## src/rtl/vram_pkg.sv

```systemverilog
// Shared constants and enums for the video RAM arbiter slice.
package vram_pkg;
  localparam int AW    = 14;
  localparam int DW    = 16;
  localparam int WORDS = 9216;

  typedef enum logic {FILL_IDLE, FILL_RUN} fill_st_e;
  typedef enum logic [2:0] {G_NONE, G_DISP, G_FILL, G_WR, G_RD} grant_e;
endpackage

```

## src/rtl/vram_arbiter_if.sv

```systemverilog
// Host request/response bus of the video RAM arbiter.
interface vram_arbiter_if;
  import vram_pkg::*;

  logic          host_valid;
  logic          host_we;
  logic [AW-1:0] host_addr;
  logic [DW-1:0] host_wdata;
  logic          host_ready;
  logic          host_rvalid;
  logic [DW-1:0] host_rdata;

  modport master (output host_valid, host_we, host_addr, host_wdata,
                  input  host_ready, host_rvalid, host_rdata);
  modport slave  (input  host_valid, host_we, host_addr, host_wdata,
                  output host_ready, host_rvalid, host_rdata);
endinterface

```

## src/rtl/vram_wfifo.sv

```systemverilog
// Host write-posting FIFO; DEPTH must be a power of two (>= 2).
module vram_wfifo #(
  parameter int DEPTH = 4,
  parameter int W     = 30
) (
  input  logic         clk,
  input  logic         rst_n,
  input  logic         push_i,
  input  logic [W-1:0] din_i,
  input  logic         pop_i,
  output logic [W-1:0] dout_o,
  output logic         full_o,
  output logic         empty_o
);
  localparam int PW = $clog2(DEPTH);
  localparam int CW = PW + 1;

  logic [W-1:0]  mem_q [DEPTH];
  logic [PW-1:0] wr_ptr_q, rd_ptr_q;
  logic [CW-1:0] cnt_q;

  always_ff @(posedge clk) begin
    if (!rst_n) begin
      wr_ptr_q <= '0;
      rd_ptr_q <= '0;
      cnt_q    <= '0;
    end else begin
      if (push_i) wr_ptr_q <= wr_ptr_q + 1'b1;
      if (pop_i)  rd_ptr_q <= rd_ptr_q + 1'b1;
      case ({push_i, pop_i})
        2'b10:   cnt_q <= cnt_q + 1'b1;
        2'b01:   cnt_q <= cnt_q - 1'b1;
        default: cnt_q <= cnt_q;
      endcase
    end
  end

  // Storage carries data only, so it is left out of reset.
  always_ff @(posedge clk) begin
    if (push_i) mem_q[wr_ptr_q] <= din_i;
  end

  assign dout_o  = mem_q[rd_ptr_q];
  assign full_o  = (cnt_q == CW'(DEPTH));
  assign empty_o = (cnt_q == '0);
endmodule

```

## src/rtl/vram_arbiter.sv

```systemverilog
// Single-port framebuffer arbiter: scanout > fill engine > posted writes > host reads.
module vram_arbiter
  import vram_pkg::*;
#(
  parameter int FIFO_DEPTH = 4
) (
  input  logic          clk,
  input  logic          rst_n,
  input  logic          disp_req,
  input  logic [AW-1:0] disp_addr,
  output logic          disp_valid,
  output logic [DW-1:0] disp_data,
  vram_arbiter_if.slave host,
  input  logic          clr_start,
  input  logic [DW-1:0] clr_pattern,
  output logic          clr_busy,
  output logic [AW-1:0] ram_addr,
  output logic          ram_we,
  output logic [DW-1:0] ram_wdata,
  input  logic [DW-1:0] ram_rdata
);
  fill_st_e         fill_q, fill_d;
  logic [AW-1:0]    cnt_q, cnt_d;
  logic [DW-1:0]    pat_q;
  logic             disp_vld_q, rd_vld_q;
  grant_e           grant;
  logic             fifo_full, fifo_empty, fifo_push, fifo_pop;
  logic [AW+DW-1:0] fifo_din, fifo_dout;
  logic             wr_ok, rd_ok, fill_start;

  assign clr_busy = (fill_q == FILL_RUN);
  assign wr_ok    = host.host_we && !fifo_full && !clr_busy;
  // An empty FIFO before a read keeps reads ordered behind posted writes.
  assign rd_ok    = !host.host_we && fifo_empty && !clr_busy && !disp_req;
  assign host.host_ready = rst_n && host.host_valid && (wr_ok || rd_ok);

  assign fifo_push  = host.host_ready && host.host_we;
  assign fifo_din   = {host.host_addr, host.host_wdata};
  assign fifo_pop   = (grant == G_WR);
  assign fill_start = (fill_q == FILL_IDLE) && clr_start && fifo_empty;

  vram_wfifo #(.DEPTH(FIFO_DEPTH), .W(AW+DW)) u_wfifo (
    .clk     (clk),
    .rst_n   (rst_n),
    .push_i  (fifo_push),
    .din_i   (fifo_din),
    .pop_i   (fifo_pop),
    .dout_o  (fifo_dout),
    .full_o  (fifo_full),
    .empty_o (fifo_empty)
  );

  always_comb begin
    grant = G_NONE;
    if (rst_n) begin
      if (disp_req)                     grant = G_DISP;
      else if (clr_busy)                grant = G_FILL;
      else if (!fifo_empty)             grant = G_WR;
      else if (host.host_valid && rd_ok) grant = G_RD;
    end
  end

  always_comb begin
    ram_addr  = '0;
    ram_we    = 1'b0;
    ram_wdata = '0;
    case (grant)
      G_DISP: ram_addr = disp_addr;
      G_FILL: begin
        ram_addr  = cnt_q;
        ram_we    = 1'b1;
        ram_wdata = pat_q;
      end
      G_WR: begin
        ram_addr  = fifo_dout[AW+DW-1:DW];
        ram_we    = 1'b1;
        ram_wdata = fifo_dout[DW-1:0];
      end
      G_RD:    ram_addr = host.host_addr;
      default: ram_addr = '0;
    endcase
  end

  always_comb begin
    fill_d = fill_q;
    cnt_d  = cnt_q;
    case (fill_q)
      FILL_IDLE: if (fill_start) begin
        fill_d = FILL_RUN;
        cnt_d  = '0;
      end
      FILL_RUN: if (grant == G_FILL) begin
        if (cnt_q == AW'(WORDS-1)) begin
          fill_d = FILL_IDLE;
          cnt_d  = '0;
        end else begin
          cnt_d  = cnt_q + 1'b1;
        end
      end
      default: fill_d = FILL_IDLE;
    endcase
  end

  always_ff @(posedge clk) begin
    if (!rst_n) begin
      fill_q     <= FILL_IDLE;
      cnt_q      <= '0;
      disp_vld_q <= 1'b0;
      rd_vld_q   <= 1'b0;
    end else begin
      fill_q     <= fill_d;
      cnt_q      <= cnt_d;
      disp_vld_q <= (grant == G_DISP);
      rd_vld_q   <= (grant == G_RD);
    end
  end

  always_ff @(posedge clk) begin
    if (fill_start) pat_q <= clr_pattern;
  end

  assign disp_valid       = disp_vld_q;
  assign disp_data        = disp_vld_q ? ram_rdata : '0;
  assign host.host_rvalid = rd_vld_q;
  assign host.host_rdata  = rd_vld_q ? ram_rdata : '0;
endmodule

```

## src/flat_wrapper.sv

```systemverilog
// flat-port wrapper written by rule: the top's interface ports become plain ports
module vram_arbiter_flat import vram_pkg::*;
#(
  parameter int FIFO_DEPTH = 4
)
  (clk, rst_n, disp_req, disp_addr, disp_valid, disp_data, clr_start, clr_pattern, clr_busy, ram_addr, ram_we, ram_wdata, ram_rdata, host_host_valid, host_host_we, host_host_addr, host_host_wdata, host_host_ready, host_host_rvalid, host_host_rdata);
  vram_arbiter_if host_i ();
  input  logic clk;
  input  logic rst_n;
  input  logic disp_req;
  input  logic [AW-1:0] disp_addr;
  output logic disp_valid;
  output logic [DW-1:0] disp_data;
  input  logic clr_start;
  input  logic [DW-1:0] clr_pattern;
  output logic clr_busy;
  output logic [AW-1:0] ram_addr;
  output logic ram_we;
  output logic [DW-1:0] ram_wdata;
  input  logic [DW-1:0] ram_rdata;
  input wire logic [$bits(host_i.host_valid)-1:0] host_host_valid;
  input wire logic [$bits(host_i.host_we)-1:0] host_host_we;
  input wire logic [$bits(host_i.host_addr)-1:0] host_host_addr;
  input wire logic [$bits(host_i.host_wdata)-1:0] host_host_wdata;
  output wire logic [$bits(host_i.host_ready)-1:0] host_host_ready;
  output wire logic [$bits(host_i.host_rvalid)-1:0] host_host_rvalid;
  output wire logic [$bits(host_i.host_rdata)-1:0] host_host_rdata;
  assign host_i.host_valid = host_host_valid;
  assign host_i.host_we = host_host_we;
  assign host_i.host_addr = host_host_addr;
  assign host_i.host_wdata = host_host_wdata;
  assign host_host_ready = host_i.host_ready;
  assign host_host_rvalid = host_i.host_rvalid;
  assign host_host_rdata = host_i.host_rdata;
  vram_arbiter #(.FIFO_DEPTH(FIFO_DEPTH)) u_core (.clk(clk), .rst_n(rst_n), .disp_req(disp_req), .disp_addr(disp_addr), .disp_valid(disp_valid), .disp_data(disp_data), .host(host_i), .clr_start(clr_start), .clr_pattern(clr_pattern), .clr_busy(clr_busy), .ram_addr(ram_addr), .ram_we(ram_we), .ram_wdata(ram_wdata), .ram_rdata(ram_rdata));
endmodule
```

## config.mk

```make
export PLATFORM = sky130hd
export DESIGN_NAME = vram_arbiter_flat
export DESIGN_NICKNAME = d
export VERILOG_FILES = /design/src/rtl/vram_pkg.sv /design/src/rtl/vram_arbiter_if.sv /design/src/rtl/vram_wfifo.sv /design/src/rtl/vram_arbiter.sv /design/src/flat_wrapper.sv
export SDC_FILE = /design/constraint.sdc
export NUM_CORES = 1
export LEC_CHECK = 0
export BUFFER_PORTS_ARGS = -buffer_cell sky130_fd_sc_hd__buf_2
export CAP_MARGIN = 20
export CORE_MARGIN = 8
export CORE_UTILIZATION = 40
export DETAILED_ROUTE_END_ITERATION = 7
export PLACE_DENSITY_LB_ADDON = 0.1
export SLEW_MARGIN = 30
export SYNTH_ARGS = -nofsm -noshare
export SYNTH_HDL_FRONTEND = slang
export SYNTH_SLANG_ARGS = --single-unit
```

## constraint.sdc

```tcl
create_clock -name clk -period 5.3 [get_ports clk]
set_input_delay 0.53 -clock clk [delete_from_list [all_inputs] [get_ports clk]]
set_output_delay 0.53 -clock clk [all_outputs]
set_load 0.1 [all_outputs]
```

Word level (Yosys, flattened, before mapping)
Memory sizes are Yosys's and may differ from the RTL's. A register that Yosys moved wholly into a read port is not among the register bits.
Cells that the tools add are included.
{"block": "word_totals", "mem_count": 1, "input_bits": 82, "out_inout_bits": 67, "elab_cells": 68, "regBits": 40, "mem_bits_rw": 120}
{"block": "classes", "eq_ne": 10, "muxes": 23, "addsub": 5, "n_reduce_logical": 20, "n_bitwise": 1}
{"memory": "u_core.u_wfifo.mem_q", "words": 4, "width": 30, "rd": 1, "rd_clocked_by_memory_dff": 1, "wr": 1, "line_no": "vram_wfifo.sv:18", "text": "logic [W-1:0] mem_q [DEPTH];"}
{"operator": "$pmux 14 s4", "n": 1}
{"operator": "$mux 14", "n": 3}
{"operator": "$mux 16", "n": 2}
{"operator": "$pmux 16 s2", "n": 1}
{"operator": "$pmux 14 s2", "n": 1}
{"operator": "$mux 3", "n": 5}
{"operator": "$add 14x1->14 const B", "n": 1}
{"operator": "$eq 14x14->1 const B", "n": 1}
{"operator": "$logic_and 1x1->1", "n": 11}
{"operator": "$eq 3x2->1 const B", "n": 2}
{"operator": "$eq 3x3->1 const B", "n": 2}
{"operator": "$mux 1", "n": 6}
{"operator": "$pmux 3 s2", "n": 1}
{"operator": "$add 2x1->2 const B", "n": 2}
{"operator": "$logic_not 1->1", "n": 4}
{"operator": "$mux 2", "n": 2}
{"operator": "$add 3x1->3 const B", "n": 1}
{"operator": "$eq 3x1->1 const B", "n": 1}
{"operator": "$logic_not 3->1", "n": 1}
{"operator": "$sub 3x1->3 const B", "n": 1}
{"operator": "$eq 2x1->1 const B", "n": 1}
{"operator": "$eq 2x2->1 const B", "n": 1}
{"operator": "$ne 2x1->1 const B", "n": 1}
{"operator": "$ne 2x2->1 const B", "n": 1}
{"operator": "other kinds (6)", "n": 6}

Logic depth before layout (Yosys ltp)
Gate-level depths: netlist of the first run.
{"block": "logic_depth", "depth_word": 13, "ltp_mapped": 10, "mapped_depth_nobuf": 9}

Modules after synthesis
From an unflattened synthesis of the first run, not the netlist that was laid out.
{"block": "unflattened", "cells_unflattened": 422, "hier_area_um2": 6756.5}
{"mod": "vram_wfifo", "cells_each": 202, "seq_area_each_um2": 3783.6, "n_inst": 1, "area_per_inst_um2": 4778.3}
{"mod": "vram_arbiter", "cells_each": 220, "seq_area_each_um2": 820.8, "n_inst": 1, "area_per_inst_um2": 1978.1}

Worst setup path after synthesis of the first run
Ideal clock, no wire load.
{"block": "synth_path", "kind": "reg-to-output", "start": "register u_core.fill_q (netlist: u_core.clr_busy)", "end": "output port ram_wdata[10]", "slack_ns": 2.073, "arrival_ns": 2.697, "path_buffers": 3, "required_ns": 4.770, "stages_incl_launch_ff": 6, "cell_sequence": "dfxtp_1 and3b_1 buf_2 clkbuf_1 buf_2 a22o_1"}
{"block": "synth_between", "elab_chain_len": 11, "elab_cells_between_ends": 12, "cone_classes": "2 x eq/ne; 6 x mux; 4 x reduce/logical"}
{"item": "start, declared", "line_no": "vram_arbiter.sv:22", "text": "fill_st_e fill_q, fill_d;"}
{"item": "start signal, assigned", "line_no": "vram_arbiter.sv:111", "text": "fill_q <= fill_d;"}
{"item": "$logic_not 1->1", "line_no": "vram_arbiter.sv:34", "text": "assign rd_ok = !host.host_we && fifo_empty && !clr_busy && !disp_req;"}
{"item": "$logic_and 1x1->1 (2 in a row)", "line_no": "vram_arbiter.sv:34"}
{"item": "$logic_and 1x1->1", "line_no": "vram_arbiter.sv:59", "text": "else if (host.host_valid && rd_ok) grant = G_RD;"}
{"item": "$mux 3", "line_no": "vram_arbiter.sv:59"}
{"item": "$mux 3", "line_no": "vram_arbiter.sv:58", "text": "else if (!fifo_empty) grant = G_WR;"}
{"item": "$mux 3 *", "line_no": "vram_arbiter.sv:57", "text": "else if (clr_busy) grant = G_FILL;"}
{"item": "$mux 3 *", "line_no": "vram_arbiter.sv:56", "text": "if (disp_req) grant = G_DISP;"}
{"item": "$mux 3 *", "line_no": "vram_arbiter.sv:55", "text": "if (rst_n) begin"}
{"item": "$eq 3x2->1", "line_no": "vram_arbiter.sv:67", "text": "case (grant)"}
{"item": "$pmux 16 s2 *", "line_no": "vram_arbiter.sv:67"}
{"item": "end, declared", "line_no": "flat_wrapper.sv:19", "text": "output logic [DW-1:0] ram_wdata;"}
Every way passes the cells marked *; elsewhere a longest branch is shown, timed or not.

==> results of run 1 <==
==> cells by family (layout without fill, tap and decap cells) <==
kind of cell | after synthesis | in the layout | synth area share (%)
flops | 162 | 162 | 67.7
simple gates | 98 | 98 | 9.36
compound gates | 75 | 75 | 8.68
buf+inv | 34 | 195 | 2.08
mux | 30 | 30 | 9.93
fa+ha+maj | 7 | 7 | 1.40
xor+xnor | 7 | 7 | 0.901
==> layout make-up <==
class	count	area, sq um	area share, %
Sequential cell	162	4610	55.1
Multi-Input combinational cell	217	2070	24.8
Timing Repair Buffer	154	802	9.59
Clock buffer	19	433	5.18
Tap cell	220	275	3.29
Clock inverter	13	136	1.63
Inverter	9	33.8	0.404
==> per-stage QoR <==
| step | instances | power, mW | hold WS, ns | area, sq um |
|---|---|---|---|---|
| after CTS | 793 | 2.97 | 0.261 | 8340 |
| after global placement | 759 | 1.79 | 0.485 | 7750 |
| after floorplan | 413 | 1.69 | 0.468 | 6810 |
| after global routing | 794 | 3.04 | 0.261 | 8360 |
| final | 794 | 2.94 | 0.283 | 8360 |
| after detailed placement | 761 | 1.79 | 0.489 | 7770 |
==> state kept, by name (all words and copies together) (netlist names), named ones only <==
register and flops:
u_core.clr_busy 1, u_core.u_wfifo.rd_ptr_q 2, u_core.host.host_rvalid 1, u_core.disp_valid 1, u_core.pat_q 16, u_core.u_wfifo.cnt_q 3
u_core.u_wfifo.wr_ptr_q 2, u_core.cnt_q 14, u_core.u_wfifo.mem_q 120
==> cells in the final DEF, fill, tap and decap left out, types with 10 or more instances in the layout <==
cell,synthesis,routed
mux4_2,30,30
a21oi_1,11,11
dfxtp_1,26,24
buf_2,11,148
clkbuf_16,0,17
nand2_1,10,10
a221o_1,13,13
a22o_1,28,28
edfxtp_1,136,136
and2_1,43,39
==> power breakdown <==
part / switching [mW] / internal, mW / total, mW
Combinational: 0.254 / 0.0816 / 0.336
Sequential: 0.0161 / 1.41 / 1.43
Clock: 0.484 / 0.692 / 1.18
Total: 0.754 / 2.18 / 2.94
==> per-layer routing <==
layer | GRT usage [%] | routed length (microns)
met1 | 19.9 | 7340
met2 | 27.4 | 8430
met3 | 5.41 | 1300
met4 | 5.62 | 284
met5 | 0 | 32
==> critical path, delay by kind of cell, from the launching register on <==
kind | cells | cell delay, ns
buf+inv | 2 | 0.76
simple gates | 1 | 0.08
flops | 1 | 0.67
mux | 1 | 0.55
compound gates | 1 | 0.33
==> path summary, 6_finish.rpt <==
path,from,endpoint,depth (start not counted)
max,flip-flop,ram_addr[9],5
min reg2reg,u_core.u_wfifo.wr_ptr_q[1]$_SDFFE_PN0P_,u_core.u_wfifo.wr_ptr_q[1]$_SDFFE_PN0P_,2
max reg2reg,u_core.u_wfifo.cnt_q[0]$_SDFFE_PN0P_,u_core.u_wfifo.cnt_q[2]$_SDFFE_PN0P_,8
min,clr_pattern[0],u_core.pat_q[0]$_DFFE_PP_,1
==> reports/qor.txt, run 1 <==
======================================================================================================
Final GP Congestion                                                                              0.796
CTS tree                                                                                           yes
Worst path slowest cell                                                                        dfxtp_2
Required @ worst endpoint                                                                      4.77 ns
Cell accounting for the most synthesized area                                                 edfxtp_1
Cell area after technology mapping                                                          6810 sq um
VDD IR max                                                                                    0.216 mV
Wire length per cell after detailed routing                                               21.9 microns
Max_cap viols                                                                                        0
Cell at the root of the clock tree                                                           clkbuf_16
Maximum number of pins on one net before global-route repair                                        31
Unique cell type count in the Yosys netlist                                                         44
Setup repair after global routing missed its margin                                              false
Dominant synthesized flop cell                                                                edfxtp_1
Synthesis warning total                                                                              0
Total core area                                                                            16600 sq um
Post-synthesis sequential area ratio                                                             67.7%
Count of clock tree sinks                                                                          162
Clock skew                                                                                  0.00333 ns
GR Overflow Total                                                                                    0
DIE AREA                                                                                   21400 sq um
Worst-skew pair later-pin latency                                                              0.42 ns
Post-CTS Hold Buffers                                                                                0
Setup TNS                                                                                         0 ns
Startpoint types                                                                             flip-flop
Drt via density                                                                                   5.39
Max Root-Sink Buffers                                                                                2
Timing-limited maximum frequency                                                               298 MHz
Type of the most critical hold path                                                       primary input to flip-flop
Power density normalized to cell area                                                      351 nW/um^2
Site row count                                                                                      47
Delay of the slowest cell on the worst path                                                    0.67 ns
Htree depth                                                                                          4
Post-synth EDFFs                                                                                   136
Critical-path maximum fanout                                                                        17
Number of iterations in the first detailed-routing pass                                              4
Most frequently used cell type in the post-synthesis netlist                                  edfxtp_1
Worst slew slack as a fraction of its limit                                                      36.7%
Cell count after synthesis                                                                         413
Clock transition at the register clock pins on the worst setup and hold paths after CTS        0.06 ns
Synth top area share                                                                             60.0%
Crit end category                                                                          output port
Post-route clock period utilization                                                              63.3%
Fill cell total of the finished layout                                                            1421
# setup viols final                                                                                  0
Antenna violations before repair                                                                     3
Measured slew at the worst slew-check pin                                                     0.946 ns
Total routed wirelength                                                                   17400 microns
Vias in the first global route                                                                    4505
Worst setup path category                                                                 flip-flop to output port
Y dimension of the die                                                                     146 microns
TritonCTS Buffers                                                                                   17
Wire length of the first global-routing pass                                              26900 microns
Port bufs                                                                                          148
Global router's overall resource usage                                                           16.5%
Ratio of cells with drive above 1 in the final layout                                            39.7%
Final HPWL from detailed placement                                                        11900 microns
Final net count                                                                                    650
Slew Limit Fails                                                                                     0
Antenna Diode Count                                                                                  0
Number of buffers added for setup after CTS                                                          0
Largest cells by area after synthesis                                                     edfxtp_1, mux4_2, dfxtp_1
Initial core utilization                                                                         41.0%
Leak                                                                                           3.09 nW
DRT antenna net count                                                                                0
Layout overhead on the synthesized area                                                          22.8%
Number of flip-flops and latches in the synthesized netlist                                        162
Share of flip-flops with an asynchronous set or reset                                               0%
Number of cells upsized or downsized after cts                                                       0
Synthesized net count                                                                              502
Final core utilization                                                                           50.4%
Final setup slack of the worst path                                                            1.94 ns
Die span in x                                                                              146 microns
Via count                                                                                         4277
Setup slack of the most critical reg-to-reg path                                               2.81 ns
Most frequent cells after synthesis                                                       edfxtp_1, and2_1, mux4_2
Ports                                                                                              149
Post-Place Setup Slack                                                                         2.20 ns
Ordered cell list for the critical path                                                   buf_4 > mux4_2 > a222oi_1 > nand2_1 > buf_2
Min cycle time layout                                                                          3.36 ns
Post-Synthesis Mean Instance Area                                                           16.5 sq um
Outcome                                                                                   complete, no violations
Data arrival at the endpoint of the critical path                                              2.83 ns
Drt initial violations                                                                             286
Final Hold Fails                                                                                     0
DRC errors left                                                                                      0
======================================================================================================
(Power assumes the default switching activity.)
==> run 2, diff against run 1 <==
Settings changed: ABC_AREA from default to 1.
Clock period 5.3 ns to 2.7 ns, I/O delays scaled along.
==> reports/qor.txt, run 2 <==
======================================================================================================
Outcome                                                                                   complete, no violations
CTS tree                                                                                           yes
Drt via density                                                                                   4.99
Worst slew slack as a fraction of its limit                                                      48.6%
Power share of the sequential group                                                              46.9%
Maximum number of pins on one net before global-route repair                                        39
Unique cell type count in the Yosys netlist                                                         32
Combinational cell fraction of total power                                                       13.6%
Switching part of the total power                                                                27.0%
Final Power                                                                                    6.03 mW
Setup repair after global routing missed its margin                                              false
Data arrival at the endpoint of the critical path                                              2.26 ns
Post-synthesis sequential area ratio                                                             64.3%
VDD IR max                                                                                    0.550 mV
Htree depth                                                                                          4
Synth top area share                                                                             57.0%
Max Root-Sink Buffers                                                                                2
Final HPWL from detailed placement                                                        12600 microns
Number of cells on the worst reg-to-reg path                                                        11
Drt initial violations                                                                             318
Synthesized-area fraction occupied by and/or/nand/nor cells                                      14.8%
Max_cap viols                                                                                        0
Count of clock tree sinks                                                                          162
Number of iterations in the first detailed-routing pass                                              5
Final net count                                                                                    946
DIE AREA                                                                                   22400 sq um
Post-synthesis xor/xnor area fraction                                                           0.489%
Type of the most critical hold path                                                       primary input to flip-flop
DRC errors left                                                                                      0
Count of cells along the worst hold path                                                             1
Antenna violations before repair                                                                     0
Clock skew                                                                                  0.00839 ns
Synth Area in Adders                                                                             1.33%
Synthesized net count                                                                              795
Min cycle time layout                                                                          2.53 ns
Post-route clock period utilization                                                              93.6%
Cell count after synthesis                                                                         706
Most frequent cells after synthesis                                                       edfxtp_1, nand2_1, o21ai_0
Worst path slowest cell                                                                          buf_2
Critical-path maximum fanout                                                                        35
Layout overhead on the synthesized area                                                          24.3%
Commonest non-fill, non-tap cells in the layout                                           buf_2, edfxtp_1, nand2_1
Largest cells by area after synthesis                                                     edfxtp_1, dfxtp_1, nand2_1
Leak                                                                                           3.75 nW
Port bufs                                                                                          148
Part of the power in the clock network                                                           39.6%
Switching power of the nets                                                                    1.63 mW
# setup viols final                                                                                  0
Final GP Congestion                                                                              0.886
Antenna Diode Count                                                                                  0
Post-synth EDFFs                                                                                   136
Ratio of cells with drive above 1 in the final layout                                            25.7%
GR Overflow Total                                                                                    0
Slew Limit Fails                                                                                     0
Worst setup path category                                                                 flip-flop to output port
Most common cell after layout, fill and taps aside                                               buf_2
Synthesis warning total                                                                              0
Power density normalized to cell area                                                      677 nW/um^2
Number of flip-flops and latches in the synthesized netlist                                        162
Startpoint types                                                                             flip-flop
Y dimension of the die                                                                     150 microns
Dominant synthesized flop cell                                                                edfxtp_1
Clock transition at the register clock pins on the worst setup and hold paths after CTS        0.06 ns
Total core area                                                                            17800 sq um
Register with the most flip-flops                                                         u_core.u_wfifo.mem_q
Compound-cell area share of the yosys netlist                                                    11.8%
Crit end category                                                                          output port
Cell at the root of the clock tree                                                           clkbuf_16
Leading registers by flop count                                                           u_core.u_wfifo.mem_q x120, u_core.pat_q x16, u_core.cnt_q x14
Hold Worst Slack                                                                             0.0198 ns
Share of flip-flops with an asynchronous set or reset                                               0%
Initial core utilization                                                                         40.3%
Ordered cell list for the critical path                                                   nor2_4 > nand2_1 > nand4_1 > inv_2 > buf_4 > nand2_1 > o21ai_2 > buf_2
Total internal power                                                                           4.40 mW
Site row count                                                                                      49
Required @ worst endpoint                                                                      2.43 ns
Number of flip-flops under the largest register name                                               120
Die span in x                                                                              150 microns
Post-Synthesis Mean Instance Area                                                           10.1 sq um
Cell accounting for the most synthesized area                                                 edfxtp_1
TritonCTS Buffers                                                                                   17
Ports                                                                                              149
Most frequent cell on the critical path                                                        nand2_1
Fraction of synthesized area in multiplexers                                                        0%
Total routed wirelength                                                                   18200 microns
Via count                                                                                         5474
Measured slew at the worst slew-check pin                                                     0.770 ns
Wire length per cell after detailed routing                                               16.6 microns
Global router's overall resource usage                                                           16.4%
Final setup slack of the worst path                                                           0.174 ns
Post-Place Setup Slack                                                                        0.266 ns
Timing-limited maximum frequency                                                               396 MHz
Main combinational cell family by area after synthesis                                    simple AND/OR/NAND/NOR gates
DRT antenna net count                                                                                0
Delay of the slowest cell on the worst path                                                    0.43 ns
Fill cell total of the finished layout                                                            1639
Final Hold Fails                                                                                     0
Final core utilization                                                                           50.1%
Vias in the first global route                                                                    5464
Most frequently used cell type in the post-synthesis netlist                                  edfxtp_1
Cell area after technology mapping                                                          7160 sq um
Worst-skew pair later-pin latency                                                              0.42 ns
Wire length of the first global-routing pass                                              28400 microns
======================================================================================================
[run 2: power by group through the flow]
| stage | Combinational [mW] | Clock (mW) | Sequential, mW |
|---|---|---|---|
| 6_report | 0.818 | 2.38 | 2.82 |
| 5_1_grt | 0.877 | 2.51 | 2.83 |
| 4_1_cts | 0.823 | 2.43 | 2.82 |
| 3_5_place_dp | 0.816 | 0 | 2.88 |
| 3_3_place_gp | 0.808 | 0 | 2.87 |
| 2_1_floorplan | 0.596 | 0 | 2.88 |
[run 2: critical path: cells and delay by family (launching register included)]
| family | cells | cell delay [ns] |
|---|---|---|
| simple gates | 4 | 0.43 |
| flops | 1 | 0.41 |
| buf+inv | 3 | 0.91 |
| compound gates | 1 | 0.08 |
[run 2: area by class of cell]
type	instances	area, sq um	area share, %
Timing Repair Buffer	168	976	11.0
Sequential cell	162	4610	51.8
Multi-Input combinational cell	416	2100	23.6
Clock inverter	14	164	1.84
Inverter	92	345	3.88
Clock buffer	17	425	4.78
Tap cell	229	287	3.22
[run 2: logic make-up after synthesis]
logic type / after synthesis
xor+xnor: 4
compound gates: 160
simple gates: 245
flops: 162
buf+inv: 128
fa+ha+maj: 7
[run 2: final timing paths]
check,start,to,slack (ns)
setup / recovery,u_core.u_wfifo.cnt_q[0]$_SDFFE_PN0P_,ram_wdata[15],0.17
setup reg to reg,u_core.u_wfifo.cnt_q[0]$_SDFFE_PN0P_,u_core.u_wfifo.cnt_q[2]$_SDFFE_PN0P_,0.77
hold / removal,clr_pattern[3],u_core.pat_q[3]$_DFFE_PP_,0.02
hold reg to reg,u_core.u_wfifo.rd_ptr_q[1]$_SDFFE_PN0N_,u_core.u_wfifo.rd_ptr_q[1]$_SDFFE_PN0N_,0.48
[run 2: stage by stage]
| step | std cells | instance area [sq um] | setup TNS [ns] |
|---|---|---|---|
| floorplan | 706 | 7200 | -4.43 |
| global placement | 1064 | 8260 | 0 |
| detailed placement | 1064 | 8260 | 0 |
| CTS | 1098 | 8890 | 0 |
| global route | 1098 | 8900 | 0 |
| finish | 1098 | 8900 | 0 |
[run 2: repair_timing]
| action | CTS | global route |
|---|---|---|
| endpoints found under the hold margin | 3 | 0 |
| resized for setup | 6 | 6 |
| hold buffers | 3 | 0 |
| buffers inserted | 0 | 0 |
| endpoints found under the setup margin | 13 | 25 |
[run 2: metal layers]
metal	GRT usage, %	vias up	part of all wire (%)
li1	-	2688	-
met1	19.7	2616	43
met2	28.6	153	49
met3	4.17	17	6.6
met4	4.90	0	1.2
met5	0	-	0
==> run 3, diff against run 2 <==
Settings changed: CELL_PAD_IN_SITES_DETAIL_PLACEMENT from default to 0, CELL_PAD_IN_SITES_GLOBAL_PLACEMENT from default to 1.
Clock period 2.7 ns to 3.03 ns, I/O delays scaled along.
==> reports/qor.txt, run 3 (same netlist as run 2, synthesis figures left out) <==
======================================================================================================
TritonCTS Buffers                                                                                   17
Critical-path maximum fanout                                                                        15
Die span in x                                                                              150 microns
Layout overhead on the synthesized area                                                          23.8%
Site row count                                                                                      49
Commonest non-fill, non-tap cells in the layout                                           buf_2, edfxtp_1, nand2_1
Antenna violations before repair                                                                     0
Max Root-Sink Buffers                                                                                2
Fill cell total of the finished layout                                                            1616
Hold Worst Slack                                                                             0.0564 ns
Final core utilization                                                                           49.9%
Startpoint types                                                                             flip-flop
Register with the most flip-flops                                                         u_core.u_wfifo.mem_q
Maximum number of pins on one net before global-route repair                                        37
Y dimension of the die                                                                     150 microns
VDD IR max                                                                                    0.399 mV
Register area                                                                               4610 sq um
Worst-skew pair later-pin latency                                                              0.42 ns
CTS tree                                                                                           yes
# setup viols final                                                                                  0
Ordered cell list for the critical path                                                   nand3_2 > o21ai_0 > nand3b_1 > buf_2
Delay of the slowest cell on the worst path                                                    0.60 ns
Worst slew slack as a fraction of its limit                                                      50.0%
Number of buffers added for setup after CTS                                                          0
Area of combinational cells with multiple inputs                                            2090 sq um
Clock transition at the register clock pins on the worst setup and hold paths after CTS        0.06 ns
Clock skew                                                                                  0.00987 ns
Worst setup path category                                                                 flip-flop to output port
Vias in the first global route                                                                    5419
Crit end category                                                                          output port
Port bufs                                                                                          148
Ports                                                                                              149
Worst path slowest cell                                                                        dfxtp_1
Number of flip-flops under the largest register name                                               120
Ratio of cells with drive above 1 in the final layout                                            25.5%
Power density normalized to cell area                                                      624 nW/um^2
DRT antenna net count                                                                                0
DIE AREA                                                                                   22400 sq um
Total routed wirelength                                                                   18100 microns
Cell at the root of the clock tree                                                           clkbuf_16
Leading registers by flop count                                                           u_core.u_wfifo.mem_q x120, u_core.pat_q x16, u_core.cnt_q x14
Global router's overall resource usage                                                           16.2%
Wire length of the first global-routing pass                                              28100 microns
Setup slack of the most critical reg-to-reg path                                               0.71 ns
Final HPWL from detailed placement                                                        12500 microns
Drt via density                                                                                   4.97
Wire length per cell after detailed routing                                               16.6 microns
Outcome                                                                                   complete, no violations
Drt initial violations                                                                             344
Most common cell after layout, fill and taps aside                                               buf_2
Via count                                                                                         5429
Number of cells upsized or downsized after cts                                                       0
Post-Place Setup Slack                                                                        0.661 ns
Min cycle time layout                                                                          2.72 ns
Setup repair after global routing missed its margin                                              false
GR Overflow Total                                                                                    0
Final setup slack of the worst path                                                           0.309 ns
Final Hold Fails                                                                                     0
Total core area                                                                            17800 sq um
Required @ worst endpoint                                                                      2.73 ns
Antenna Diode Count                                                                                  0
Slew Limit Fails                                                                                     0
Timing-limited maximum frequency                                                               367 MHz
Number of iterations in the first detailed-routing pass                                              4
Count of clock tree sinks                                                                          162
Initial core utilization                                                                         40.3%
Post-route clock period utilization                                                              89.8%
Type of the most critical hold path                                                       primary input to flip-flop
Post-CTS Hold Buffers                                                                                0
Setup TNS                                                                                         0 ns
Data arrival at the endpoint of the critical path                                              2.42 ns
Leak                                                                                           3.77 nW
Final GP Congestion                                                                              0.823
Htree depth                                                                                          4
Final net count                                                                                    940
Measured slew at the worst slew-check pin                                                     0.750 ns
DRC errors left                                                                                      0
Max_cap viols                                                                                        0
======================================================================================================
run 3: cell types whose count changed in the layout (fill, tap and decap cells not counted), sizes merged:
cell	change
buf	+2
bufinv	+1
clkinv	-3
clkinvlp	-3
dlygate4sd3	-3
inv	+1
run 3: final cells by class:
cell class / instances / share of cell area [%]
flip-flops and latches: 162 / 51.9
multi-input cells: 416 / 23.6
repair buffers: 162 / 10.1
clock buffers: 22 / 5.35
inverters: 92 / 3.89
well taps: 229 / 3.23
clock inverters: 10 / 1.93
run 3: worst max-delay path: cells and delay by family (launching register included):
kind	cells	cell delay [ns]
compound gates	1	0.45
buf+inv	1	0.44
simple gates	2	0.51
flops	1	0.60
run 3: worst paths after layout:
check	from	end	cells after the start
min	clr_pattern[6]	u_core.pat_q[6]$_DFFE_PP_	1
min reg2reg	u_core.u_wfifo.rd_ptr_q[1]$_SDFFE_PN0N_	flip-flop	2
max	u_core.clr_busy$_SDFF_PN0_	ram_addr[4]	4
max reg2reg	u_core.clr_busy$_SDFF_PN0_	u_core.u_wfifo.cnt_q[2]$_SDFFE_PN0P_	9
run 3: where the power goes:
| part | total (mW) | internal, mW | switching [mW] | leakage, nW |
|---|---|---|---|---|
| logic | 0.721 | 0.149 | 0.572 | 2.01 |
| clock network | 2.30 | 1.46 | 0.849 | 0.312 |
| registers | 2.51 | 2.48 | 0.0333 | 1.45 |
| total | 5.54 | 4.08 | 1.45 | 3.77 |
run 3: per-layer routing:
layer	vias up	track usage [%]	wire length [microns]	part of all wire, %
met1	2574	20.0	8040	44
met2	150	27.5	8730	48
met5	-	0	0	0
met4	0	5.45	240	1.3
li1	2688	-	-	-
met3	17	3.72	1100	6.1
run 3: through the flow:
stage | cell area (sq um) | total power [mW] | std cells
after floorplan | 7190 | 3.09 | 706
after global placement | 8220 | 3.28 | 1061
after detailed placement | 8220 | 3.28 | 1061
after CTS | 8870 | 5.59 | 1093
after global routing | 8870 | 5.73 | 1093
final | 8870 | 5.54 | 1093
